## config.mk

```make
export PLATFORM = sky130hd
export DESIGN_NAME = i2c_txn_sequencer
export DESIGN_NICKNAME = d
export VERILOG_FILES = /design/src/rtl/i2c_txn_sequencer.sv
export SDC_FILE = /design/constraint.sdc
export NUM_CORES = 1
export LEC_CHECK = 0
export CAP_MARGIN = 25
export CELL_PAD_IN_SITES_DETAIL_PLACEMENT = 1
export CELL_PAD_IN_SITES_GLOBAL_PLACEMENT = 1
export CORE_MARGIN = 2
export CORE_UTILIZATION = 43
export CTS_CLUSTER_SIZE = 14
export DETAILED_ROUTE_END_ITERATION = 6
export GPL_ROUTABILITY_DRIVEN = 0
export GPL_TIMING_DRIVEN = 0
export PLACE_DENSITY_LB_ADDON = 0.05
export SLEW_MARGIN = 5
export SYNTH_ARGS = -nofsm -noshare
export SYNTH_HDL_FRONTEND = slang
export SYNTH_SLANG_ARGS = --single-unit
```

## constraint.sdc

```tcl
create_clock -name clk_i -period 3.75 [get_ports clk_i]
set_input_delay 0.5625 -clock clk_i [delete_from_list [all_inputs] [get_ports clk_i]]
set_output_delay 0.5625 -clock clk_i [all_outputs]
set_load 0.01 [all_outputs]
```

## src/rtl/i2c_txn_sequencer.sv

```systemverilog
// i2c_txn_sequencer: Wishbone master that drives the iicmb_m_wb I2C core.
// Turns single-byte read/write requests into CSR/DPR/CMDR command sequences.
module i2c_txn_sequencer #(
    parameter int NUM_BUSSES     = 1,
    parameter int TIMEOUT_CYCLES = 100000
) (
    input  logic       clk_i,
    input  logic       rst_i,
    input  logic       req_valid_i,
    output logic       req_ready_o,
    input  logic       req_rnw_i,
    input  logic [7:0] req_bus_id_i,
    input  logic [6:0] req_addr_i,
    input  logic [7:0] req_data_i,
    output logic       rsp_valid_o,
    output logic [7:0] rsp_data_o,
    output logic       rsp_nak_o,
    output logic       rsp_err_o,
    output logic       cyc_o,
    output logic       stb_o,
    output logic       we_o,
    output logic [1:0] adr_o,
    output logic [7:0] dat_o,
    input  logic [7:0] dat_i,
    input  logic       ack_i,
    input  logic       irq_i
);

    localparam int CW = $clog2(TIMEOUT_CYCLES);
    localparam logic [CW-1:0] CNT_LAST = CW'(TIMEOUT_CYCLES - 1);

    localparam logic [1:0] A_CSR  = 2'd0;
    localparam logic [1:0] A_DPR  = 2'd1;
    localparam logic [1:0] A_CMDR = 2'd2;

    localparam logic [2:0] C_SET_BUS = 3'b110;
    localparam logic [2:0] C_START   = 3'b100;
    localparam logic [2:0] C_WRITE   = 3'b001;
    localparam logic [2:0] C_RD_NACK = 3'b011;
    localparam logic [2:0] C_STOP    = 3'b101;

    typedef enum logic [2:0] {
        S_INIT,
        S_IDLE,
        S_DPR_WR,
        S_CMD_WR,
        S_WAIT_IRQ,
        S_STAT_RD,
        S_DATA_RD,
        S_RESP
    } state_t;

    // Which core command the current CMDR write / status read belongs to.
    typedef enum logic [2:0] {
        P_SET_BUS,
        P_START,
        P_ADDR,
        P_DATA,
        P_READ,
        P_STOP
    } phase_t;

    state_t          state;
    phase_t          phase;
    logic            rnw;
    logic [7:0]      bus_id;
    logic [6:0]      addr;
    logic [7:0]      wdata;
    logic [7:0]      dpr;
    logic [7:0]      last_bus;
    logic            bus_valid;
    logic [CW-1:0]   cnt;
    logic            bus_ok;

    // An out-of-range bus can never be selected, so never cache it.
    assign bus_ok = (int'(bus_id) < NUM_BUSSES);

    function automatic logic [2:0] cmd_of(input phase_t p);
        logic [2:0] c;
        c = C_STOP;
        case (p)
            P_SET_BUS: c = C_SET_BUS;
            P_START:   c = C_START;
            P_ADDR:    c = C_WRITE;
            P_DATA:    c = C_WRITE;
            P_READ:    c = C_RD_NACK;
            default:   c = C_STOP;
        endcase
        return c;
    endfunction

    // Main sequencer: WB op engine, command sequencing and response generation.
    always_ff @(posedge clk_i or posedge rst_i) begin
        if (rst_i) begin
            state       <= S_INIT;
            phase       <= P_SET_BUS;
            rnw         <= 1'b0;
            bus_id      <= 8'h00;
            addr        <= 7'h00;
            wdata       <= 8'h00;
            dpr         <= 8'h00;
            last_bus    <= 8'h00;
            bus_valid   <= 1'b0;
            cnt         <= '0;
            req_ready_o <= 1'b0;
            rsp_valid_o <= 1'b0;
            rsp_data_o  <= 8'h00;
            rsp_nak_o   <= 1'b0;
            rsp_err_o   <= 1'b0;
            cyc_o       <= 1'b0;
            stb_o       <= 1'b0;
            we_o        <= 1'b0;
            adr_o       <= 2'd0;
            dat_o       <= 8'h00;
        end else begin
            rsp_valid_o <= 1'b0;
            case (state)
                S_INIT: begin
                    if (!cyc_o) begin
                        cyc_o <= 1'b1;
                        stb_o <= 1'b1;
                        we_o  <= 1'b1;
                        adr_o <= A_CSR;
                        dat_o <= 8'hC0;
                    end else if (ack_i) begin
                        cyc_o       <= 1'b0;
                        stb_o       <= 1'b0;
                        we_o        <= 1'b0;
                        adr_o       <= 2'd0;
                        dat_o       <= 8'h00;
                        req_ready_o <= 1'b1;
                        state       <= S_IDLE;
                    end
                end
                S_IDLE: begin
                    if (req_valid_i && req_ready_o) begin
                        req_ready_o <= 1'b0;
                        rnw         <= req_rnw_i;
                        bus_id      <= req_bus_id_i;
                        addr        <= req_addr_i;
                        wdata       <= req_data_i;
                        rsp_data_o  <= 8'h00;
                        rsp_nak_o   <= 1'b0;
                        rsp_err_o   <= 1'b0;
                        if (!bus_valid || req_bus_id_i != last_bus) begin
                            phase <= P_SET_BUS;
                            dpr   <= req_bus_id_i;
                            state <= S_DPR_WR;
                        end else begin
                            phase <= P_START;
                            state <= S_CMD_WR;
                        end
                    end
                end
                S_DPR_WR: begin
                    if (!cyc_o) begin
                        cyc_o <= 1'b1;
                        stb_o <= 1'b1;
                        we_o  <= 1'b1;
                        adr_o <= A_DPR;
                        dat_o <= dpr;
                    end else if (ack_i) begin
                        cyc_o <= 1'b0;
                        stb_o <= 1'b0;
                        we_o  <= 1'b0;
                        adr_o <= 2'd0;
                        dat_o <= 8'h00;
                        state <= S_CMD_WR;
                    end
                end
                S_CMD_WR: begin
                    if (!cyc_o) begin
                        cyc_o <= 1'b1;
                        stb_o <= 1'b1;
                        we_o  <= 1'b1;
                        adr_o <= A_CMDR;
                        dat_o <= {5'b00000, cmd_of(phase)};
                    end else if (ack_i) begin
                        cyc_o <= 1'b0;
                        stb_o <= 1'b0;
                        we_o  <= 1'b0;
                        adr_o <= 2'd0;
                        dat_o <= 8'h00;
                        cnt   <= '0;
                        state <= S_WAIT_IRQ;
                    end
                end
                S_WAIT_IRQ: begin
                    if (irq_i) begin
                        state <= S_STAT_RD;
                    end else if (cnt == CNT_LAST) begin
                        rsp_err_o   <= 1'b1;
                        rsp_nak_o   <= 1'b0;
                        rsp_data_o  <= 8'h00;
                        bus_valid   <= 1'b0;
                        rsp_valid_o <= 1'b1;
                        state       <= S_RESP;
                    end else begin
                        cnt <= cnt + 1'b1;
                    end
                end
                S_STAT_RD: begin
                    if (!cyc_o) begin
                        cyc_o <= 1'b1;
                        stb_o <= 1'b1;
                        we_o  <= 1'b0;
                        adr_o <= A_CMDR;
                        dat_o <= 8'h00;
                    end else if (ack_i) begin
                        cyc_o <= 1'b0;
                        stb_o <= 1'b0;
                        adr_o <= 2'd0;
                        if (dat_i[5] || dat_i[4]) begin
                            rsp_err_o   <= 1'b1;
                            rsp_nak_o   <= 1'b0;
                            rsp_data_o  <= 8'h00;
                            bus_valid   <= 1'b0;
                            rsp_valid_o <= 1'b1;
                            state       <= S_RESP;
                        end else if (dat_i[6] &&
                                     (phase == P_ADDR ||
                                      phase == P_DATA)) begin
                            rsp_nak_o <= 1'b1;
                            phase     <= P_STOP;
                            state     <= S_CMD_WR;
                        end else if (dat_i[7]) begin
                            case (phase)
                                P_SET_BUS: begin
                                    last_bus  <= bus_id;
                                    bus_valid <= bus_ok;
                                    phase     <= P_START;
                                    state     <= S_CMD_WR;
                                end
                                P_START: begin
                                    dpr   <= {addr, rnw};
                                    phase <= P_ADDR;
                                    state <= S_DPR_WR;
                                end
                                P_ADDR: begin
                                    if (rnw) begin
                                        phase <= P_READ;
                                        state <= S_CMD_WR;
                                    end else begin
                                        dpr   <= wdata;
                                        phase <= P_DATA;
                                        state <= S_DPR_WR;
                                    end
                                end
                                P_DATA: begin
                                    phase <= P_STOP;
                                    state <= S_CMD_WR;
                                end
                                P_READ: begin
                                    state <= S_DATA_RD;
                                end
                                default: begin
                                    rsp_valid_o <= 1'b1;
                                    state       <= S_RESP;
                                end
                            endcase
                        end else begin
                            // irq without any completion bit: treat as core failure
                            rsp_err_o   <= 1'b1;
                            rsp_nak_o   <= 1'b0;
                            rsp_data_o  <= 8'h00;
                            bus_valid   <= 1'b0;
                            rsp_valid_o <= 1'b1;
                            state       <= S_RESP;
                        end
                    end
                end
                S_DATA_RD: begin
                    if (!cyc_o) begin
                        cyc_o <= 1'b1;
                        stb_o <= 1'b1;
                        we_o  <= 1'b0;
                        adr_o <= A_DPR;
                        dat_o <= 8'h00;
                    end else if (ack_i) begin
                        cyc_o      <= 1'b0;
                        stb_o      <= 1'b0;
                        adr_o      <= 2'd0;
                        rsp_data_o <= dat_i;
                        phase      <= P_STOP;
                        state      <= S_CMD_WR;
                    end
                end
                S_RESP: begin
                    if (rsp_err_o) begin
                        state <= S_INIT;
                    end else begin
                        req_ready_o <= 1'b1;
                        state       <= S_IDLE;
                    end
                end
                default: begin
                    state <= S_INIT;
                end
            endcase
        end
    end

endmodule

```

==> metrics.yaml, run 1 <==
postLayoutCoreUtil: 0.544
timing.rr.end: "addr[5]"
rows: 37
cts_max_path_buffers: 2
leakage_nw: 2.35
die-area_mm2: 0.0116
arrival_ps: 2970
grt_pass1_wl_um: 21100
synth_top_cell_area_share: 0.480
rsz0062_at_grt: "false"
drc_errors: 0
hp-class: "flop to flop"
slew_viol_final: 0
cts.sinks: 89
synth_area_leaders: "dfrtp_1 48%, mux2_2 9.9%, o21ai_0 3.9%"
htreeDepth: 3
cp_max_fo: 10
clkLatencyLatePin_ps: 370
grt-ovfl-total: 0
synth_nets: 502
synth.avg_cell_area_um2: 10.0
critPathRequiredTime_ps: 4000
drt_iter0_drc: 136
syn_area_mm2: 0.00464
hold_viol: 0
cts_buffers: 9
whs_endpoint: "rsp_data_o[7]"
root_buffer: "clkbuf_8"
grtUsageTotal: 0.234
synthTopCellsByCount: "89 x dfrtp_1, 43 x nand2_1, 41 x mux2_2"
vias: 3923
setup_ws_ps: 1030
place_area_mm2: 0.00545
slew_headroom: 0.360
fin_area_mm2: 0.00567
cts_hold_buf: 0
num_antenna_cells: 0
synth_cell_types: 65
max_clock_freq_mhz: 368
hp-start: "rsp_data_o[7]"
reg2reg_depth: 6
tightest_slew_ps: 956
status: "complete, no violations"
viasPerCell: 5.78
path_clk_slew_ps: 90
port_buffers: 61
antenna_found_initial: 0
drv_cap: 0
reg2reg_from: "state[1]"
post-place-ws_ps: 648
end_kind: "flop"
cts_tree: "done"
clock_skew_ps: 13.8
ios: 62
ant_nets: 0
ys_seq_elements: 89
synthFlopType: "dfrtp_1"
coreArea_mm2: 0.0104
yosys_warnings: 0
drive_gt1_frac: 0.140
wire_per_inst_um: 19.1
firstDrtPassIters: 4
r2r_slack_ps: 1030
post-route-min-period_ps: 2720
setup_viol: 0
syn_to_final_growth_pct: 22.1
syn_inst: 464
cts_resized: 0
dp_hpwl_um: 9630
grt_start_max_net_pins: 49
min_path_cells: 1
setup_tns_ps: 0
yosys.area.top_type: "dfrtp_1"
p_total_mw: 3.82
die_h_um: 108
path_class: "flop to flop"
die-width_um: 108
period_share: 0.725
fillCellCount: 1195
initial_utilization: 0.446
vdd_drop_max_mv: 0.306
yosysMostFrequentCell: "dfrtp_1"
p_per_area_mw_per_mm2: 674
cp-start-kind: "flop"
async_reset_ff_frac: 1.00
fin_nets: 576
post_cts_buffers: 0
wl_um: 13000
grt_pass1_vias: 4121
synth_edf_count: 0
yosysSeqAreaShare: 0.480
==> flip-flops by register name, summed over array words and instances (netlist names) <==
register	cells
phase	3
stb_o	1
wdata	8
bus_valid	1
dpr	8
cyc_o	1
req_ready_o	1
rsp_err_o	1
adr_o	2
last_bus	8
we_o	1
rnw	1
cnt	17
state	3
rsp_valid_o	1
bus_id	8
dat_o	8
rsp_data_o	8
rsp_nak_o	1
addr	7
==> per-stage QoR <==
stage,hold WS [ps],instances
after global placement,478,661
after CTS,523,678
after detailed placement,495,662
after floorplan,462,464
final,516,679
after global routing,537,679
==> per-layer routing <==
| metal | GRT usage | part of all wire | vias up |
|---|---|---|---|
| met4 | 0.0760 | 0.015 | 0 |
| met2 | 0.372 | 0.47 | 68 |
| met3 | 0.0345 | 0.026 | 17 |
| li1 | - | - | 1842 |
| met5 | 0 | 0 | - |
| met1 | 0.331 | 0.49 | 1996 |
==> layout by cell type (no fill, tap or decap), types with 3 or more instances in the layout <==
| master | count |
|---|---|
| xor2_1 | 3 |
| o21ai_0 | 36 |
| a22o_1 | 3 |
| and3_1 | 3 |
| o31ai_1 | 7 |
| a21boi_0 | 4 |
| mux2i_1 | 17 |
| o22a_1 | 5 |
| o41ai_1 | 3 |
| nand3b_1 | 5 |
| nor4_1 | 3 |
| buf_1 | 3 |
| nand2b_1 | 6 |
| nor2_1 | 28 |
| clkbuf_1 | 12 |
| nand2_1 | 43 |
| clkdlybuf4s50_1 | 61 |
| o22ai_1 | 3 |
| buf_2 | 8 |
| mux2_2 | 41 |
| dfrtp_1 | 89 |
| clkbuf_8 | 9 |
| nand3_1 | 13 |
| a31oi_1 | 3 |
| a21oi_1 | 29 |
| inv_1 | 19 |
| or3_1 | 6 |
| nand4_1 | 7 |
| xnor2_1 | 3 |
| nor3_1 | 13 |
==> report_power, final <==
part | leakage [nW] | switching (mW) | internal, mW | total (mW)
logic | 1.10 | 0.868 | 0.742 | 1.61
registers | 1.15 | 0.217 | 1.28 | 1.49
clock network | 0.100 | 0.396 | 0.322 | 0.718
==> layout make-up <==
| cell class | count | area, um^2 | area share |
|---|---|---|---|
| well taps | 136 | 170 | 0.0300 |
| plain buffers | 23 | 96.3 | 0.0170 |
| inverters | 20 | 77.6 | 0.0137 |
| clock buffers | 9 | 124 | 0.0219 |
| flip-flops and latches | 89 | 2230 | 0.393 |
| repair buffers | 63 | 643 | 0.113 |
| multi-input cells | 332 | 2240 | 0.396 |
| clock inverters | 7 | 85.1 | 0.0150 |
==> cell families after synthesis <==
group	after synthesis	share of synthesized area
AO/OA/AOI/OAI	117	0.162
buffers and inverters	43	0.0369
adder cells (fa/ha/maj)	3	0.00701
flip-flops	89	0.480
multiplexers	58	0.136
AND/OR/NAND/NOR	148	0.167
XOR/XNOR	6	0.0113
==> worst max path at each step <==
stage | startpoint | end | slack [ps] | cells after the start
floorplan | rst_i | addr[0] | 880 | 1
global placement | rst_i | last_bus[7] | -580 | 2
detailed placement | dat_i[4] | dpr[3] | 650 | 6
CTS | state[1] | addr[5] | 1020 | 6
global route | state[1] | bus_id[1] | 860 | 6
finish | state[1] | addr[5] | 1030 | 6
==> worst max-delay path: stages, from the launching register on <==
cell and delay (ps):
dfrtp_1 420, clkbuf_1 220, nand2b_1 330, nor3_1 290, buf_2 330, buf_1 620, mux2_2 410
Power figures use the tool's default switching activity.
==> run 2: changes to the inputs <==
--- a/config.mk
+++ b/config.mk
@@ -9,7 +9,7 @@
 export CELL_PAD_IN_SITES_DETAIL_PLACEMENT = 1
 export CELL_PAD_IN_SITES_GLOBAL_PLACEMENT = 1
 export CORE_MARGIN = 2
-export CORE_UTILIZATION = 43
+export CORE_UTILIZATION = 39
 export CTS_CLUSTER_SIZE = 14
 export DETAILED_ROUTE_END_ITERATION = 6
 export GPL_ROUTABILITY_DRIVEN = 0
==> constraint.sdc (replaced) <==
create_clock -name clk_i -period 2.4 [get_ports clk_i]
set_input_delay 0.36 -clock clk_i [delete_from_list [all_inputs] [get_ports clk_i]]
set_output_delay 0.36 -clock clk_i [all_outputs]
set_load 0.01 [all_outputs]
==> metrics.yaml, run 2 (synthesized netlist as in run 1, its figures left out) <==
final_cell_mix: "89 x dfrtp_1, 58 x clkdlybuf4s50_1, 42 x nand2_1"
vdd_drop_max_mv: 0.440  # +43%
die_h_um: 113  # +4.8%
drive_gt1_frac: 0.159  # +0.0188
clkLatencyLatePin_ps: 340  # -30 ps
setup_tns_ps: 0  # unchanged
rsz0062_at_grt: "false"
post-place-ws_ps: -522  # -1170 ps
grt-ovfl-total: 0  # unchanged
violations: "DRC"
drt_iter0_drc: 217  # +60%
fin_nets: 582  # +1.0%
viasPerCell: 5.66  # -2.1%
arrival_ps: 2520  # -450 ps
path_clk_slew_ps: 60  # -30 ps
num_antenna_cells: 0  # unchanged
path_class: "input pin to flop"
path_cells: "clkdlybuf4s50_1 -> nand2_2 -> or4_4 -> o21ba_2 -> a21oi_4 -> buf_12 -> mux2_2"
cts_hold_buf: 0  # unchanged
wl_um: 13000  # -0.23%
cp_slowest_cell: "clkdlybuf4s50_1"
grtUsageTotal: 0.217  # -0.0174
tightest_slew_ps: 689  # -267 ps
post-route-min-period_ps: 2300
cp_max_fo: 8  # -2
fin_area_mm2: 0.00584  # +3.0%
clock_skew_ps: 5.73  # -8.07 ps
firstDrtPassIters: 6  # +2
fillCellCount: 1287  # +7.7%
place_area_mm2: 0.00548  # +0.55%
critPathTopFamily: "buffers and inverters"
ios: 62  # unchanged
wire_per_inst_um: 18.7  # -2.0%
final_common_cell: "dfrtp_1"
initial_utilization: 0.403  # -0.0426
antenna_found_initial: 0  # unchanged
end_kind: "flop"
leakage_nw: 2.43  # +3.2%
cts.sinks: 89  # unchanged
hp-class: "input pin to asynchronous set/reset pin"
grt_pass1_wl_um: 21700  # +2.7%
max_clock_freq_mhz: 436
period_share: 0.956
slowest_delay_ps: 640  # +20 ps
vias: 3910  # -0.33%
cts_max_path_buffers: 2  # unchanged
syn_to_final_growth_pct: 25.7
slew_headroom: 0.539  # +0.179
ant_nets: 0  # unchanged
rows: 39  # +5.4%
setup_viol: 0  # unchanged
grt_start_max_net_pins: 40  # -18%
p_total_mw: 6.19  # +62%
coreArea_mm2: 0.0115  # +11%
die-width_um: 113  # +4.8%
dp_hpwl_um: 9770  # +1.4%
cp-start-kind: "input pin"
cts_buffers: 9  # unchanged
setup_ws_ps: 104  # -925 ps
drv_cap: 0  # unchanged
postLayoutCoreUtil: 0.507  # -0.0373
slew_viol_final: 0  # unchanged
cts_tree: "done"
root_buffer: "clkbuf_16"
hold_viol: 0  # unchanged
status: "finished, violations left"
top_register: "cnt"
drc_errors: 1  # +1
grt_pass1_vias: 4141  # +0.49%
port_buffers: 61  # unchanged
path_buf_inv: 2  # -1
die-area_mm2: 0.0128  # +9.9%
largest_reg_flops: 17  # unchanged
critPathRequiredTime_ps: 2630  # -1370 ps
p_per_area_mw_per_mm2: 1060  # +57%
htreeDepth: 3  # unchanged
run 2: per-stage QoR:
stage,instances,hold WS [ps]
after floorplan,464,461
after global placement,668,485
after detailed placement,671,492
after CTS,689,387
after global routing,691,417
final,691,386
run 2: path summary, 6_finish.rpt:
path / from / end / slack [ps] / cells past startpoint
setup / recovery: ack_i / dpr[7] / 100 / 7
hold / removal: rst_i / dat_o[5] / 390 / 2
setup reg to reg: state[2] / dpr[7] / 110 / 7
hold reg to reg: dat_o[0] / dat_o[0] / 500 / 2
max in group asynchronous: rst_i / rsp_data_o[4] / 1480 / 3
min in group clk_i: dat_i[5] / rsp_data_o[5] / 490 / 3
run 2: area by class of cell:
class	instances	area (um^2)	area share
clock buffer	12	246	0.0422
multi-input combinational	332	2280	0.390
tap	143	179	0.0307
inverter	20	78.8	0.0135
buffer	23	105	0.0180
sequential	89	2230	0.382
clock inverter	3	17.5	0.00300
timing repair buffer	69	704	0.121
run 2: timing repair:
item,4_1_cts,5_1_grt
gates cloned,0,0
gates resized for setup,10,8
setup endpoints to repair,49,31
setup buffers,3,2
pin swaps,0,1
endpoints found under the hold margin,0,0
run 2: power breakdown:
part / internal, mW / switching [mW]
combinational: 1.20 / 1.38
sequential: 2.00 / 0.333
clock: 0.721 / 0.560
total: 3.92 / 2.27
run 2: routing by layer:
metal  up-vias  track usage  wire, um
met5         -            0         0
met4         0       0.0707       168
met3        10       0.0295       375
met2        69        0.364      6530
met1      1979        0.290      5880
li1       1852            -         -
==> run 3: changes to the inputs <==
--- a/config.mk
+++ b/config.mk
@@ -5,7 +5,7 @@
 export SDC_FILE = /design/constraint.sdc
 export NUM_CORES = 1
 export LEC_CHECK = 0
-export CAP_MARGIN = 25
+export CAP_MARGIN = 5
 export CELL_PAD_IN_SITES_DETAIL_PLACEMENT = 1
 export CELL_PAD_IN_SITES_GLOBAL_PLACEMENT = 1
 export CORE_MARGIN = 2
==> metrics.yaml, run 3 (synthesized netlist as in run 1, its figures left out) <==
cp_num_cells: 7  # unchanged
fin_area_mm2: 0.00585  # +0.17%
grt.met1_usage: 0.297  # +0.00663
stdcell_count: 690  # -0.14%
cts_buffers: 9  # unchanged
pwr-share-comb: 0.412  # -0.004
num_antenna_cells: 0  # unchanged
largest_reg_flops: 17  # unchanged
cts_tree: "done"
swShare: 0.366  # -0.000702
slowest_delay_ps: 570  # -70 ps
firstDrtPassIters: 7  # +1
wire_per_inst_um: 18.8  # +0.32%
port_buffers: 61  # unchanged
coreArea_mm2: 0.0115  # unchanged
status: "finished, violations left"
top_usage_layer: "met2"
grt_pass1_wl_um: 21800  # +0.51%
tightest_slew_ps: 767  # +78.1 ps
htreeDepth: 3  # unchanged
path_buf_inv: 2  # unchanged
dp_hpwl_um: 9690  # -0.77%
drt_iter0_drc: 213  # -1.8%
cp-start-kind: "flop"
rows: 39  # unchanged
clkLatencyLatePin_ps: 340  # about the same
path_class: "flop to flop"
critPathTopFamily: "simple AND/OR/NAND/NOR gates"
hp-class: "input pin to asynchronous set/reset pin"
die-area_mm2: 0.0128  # unchanged
dpl.cell_count: 670  # -0.15%
cts.sinks: 89  # unchanged
p_seq_frac: 0.375  # -0.002
slew_headroom: 0.486  # -0.0529
cp_slowest_cell: "or4_4"
arrival_ps: 2540  # +20 ps
die_h_um: 113  # unchanged
post-route-min-period_ps: 2320  # +20.0 ps
r2r_slack_ps: 80  # -30 ps
timing.rr.end: "dpr[3]"
ant_nets: 0  # unchanged
grt-ovfl-total: 0  # unchanged
initial_utilization: 0.403  # unchanged
root_buffer: "clkbuf_16"
syn_to_final_growth_pct: 25.9
grt_start_max_net_pins: 40  # unchanged
p_per_area_mw_per_mm2: 1060  # +0.43%
power_frac_clock: 0.213  # +0.006
viasPerCell: 5.66  # about the same
reg2reg_from: "state[0]"
final_common_cell: "dfrtp_1"
drc_errors: 1  # unchanged
vdd_drop_max_mv: 0.498  # +13%
leakage_nw: 2.43  # about the same
antenna_found_initial: 0  # unchanged
cp_max_fo: 9  # +1
end_kind: "flop"
drv_cap: 0  # unchanged
place_area_mm2: 0.00548  # -0.14%
power.switching_mw: 2.28  # +0.41%
reg2reg_depth: 7  # unchanged
internal_power_mw: 3.95  # +0.71%
slew_viol_final: 0  # unchanged
rsz0062_at_grt: "false"
cts_hold_buf: 0  # unchanged
grtUsageTotal: 0.218  # +0.00151
top_register: "cnt"
setup_viol: 0  # unchanged
fin_hold_ws_ps: 385  # -0.750 ps
ios: 62  # unchanged
critPathRequiredTime_ps: 2620  # about the same
clock_skew_ps: 6.23  # +0.502 ps
fin_nets: 581  # -0.17%
vias: 3906  # -0.10%
max_clock_freq_mhz: 432  # -0.86%
final_cell_mix: "89 x dfrtp_1, 58 x clkdlybuf4s50_1, 42 x nand2_1"
grtUsageMet2: 0.360  # -0.00479
die-width_um: 113  # unchanged
wl_um: 13000  # +0.17%
cts_max_path_buffers: 2  # unchanged
grt_pass1_vias: 4132  # -0.22%
path_clk_slew_ps: 60  # about the same
global_route.usage.met3: 0.0316  # +0.00214
hold_viol: 0  # unchanged
violations: "DRC"
drive_gt1_frac: 0.159  # +0.000290
path_cells: "buf_2 -> nand3b_1 -> or4_4 -> o21ba_2 -> a21oi_4 -> buf_12 -> mux2_2"
setup_tns_ps: 0  # unchanged
period_share: 0.965  # +0.00833
==> run 3: metrics by stage <==
stage	util	power, mW	setup WS, ps
after global routing	0.508	6.68	1.06
after floorplan	-	3.90	196
after detailed placement	0.476	4.88	-539
after CTS	0.505	6.27	1.46
after global placement	0.472	4.78	-482
final	0.508	6.22	84.4
==> run 3: power groups by stage <==
stage	Combinational (mW)	Sequential (mW)	Clock, mW
5_1_grt	2.84	2.41	1.43
2_1_floorplan	1.57	2.33	0
3_3_place_gp	2.45	2.33	0
4_1_cts	2.57	2.33	1.37
3_5_place_dp	2.52	2.36	0
6_report	2.56	2.33	1.33
==> run 3: worst max path at each step <==
stage	from	endpoint
CTS	state[1]	bus_id[2]
detailed placement	dat_i[4]	dpr[7]
finish	state[0]	dpr[3]
global placement	dat_i[4]	dpr[4]
floorplan	dat_i[4]	dpr[0]
global route	state[2]	last_bus[5]
==> run 3: per-layer routing <==
| layer | vias to the layer above | wire length [um] | share of wire |
|---|---|---|---|
| met5 | - | 0 | 0 |
| met4 | 0 | 212 | 0.016 |
| met3 | 13 | 310 | 0.024 |
| met2 | 58 | 6440 | 0.50 |
| met1 | 1977 | 6010 | 0.46 |
| li1 | 1858 | - | - |
==> run 3: cell type report <==
class / count / area, um^2
sequential: 89 / 2230
buffer: 23 / 108
clock inverter: 2 / 13.8
multi-input combinational: 332 / 2280
clock buffer: 13 / 260
timing repair buffer: 68 / 697
inverter: 20 / 78.8
fill: 1298 / 5670
tap: 143 / 179
==> run 3: repair_timing <==
item / 4_1_cts / 5_1_grt
setup endpoints to repair: 51 / 39
buffers inserted: 4 / 1
gates cloned: 0 / 0
pin swaps: 0 / 1
resized for setup: 10 / 10
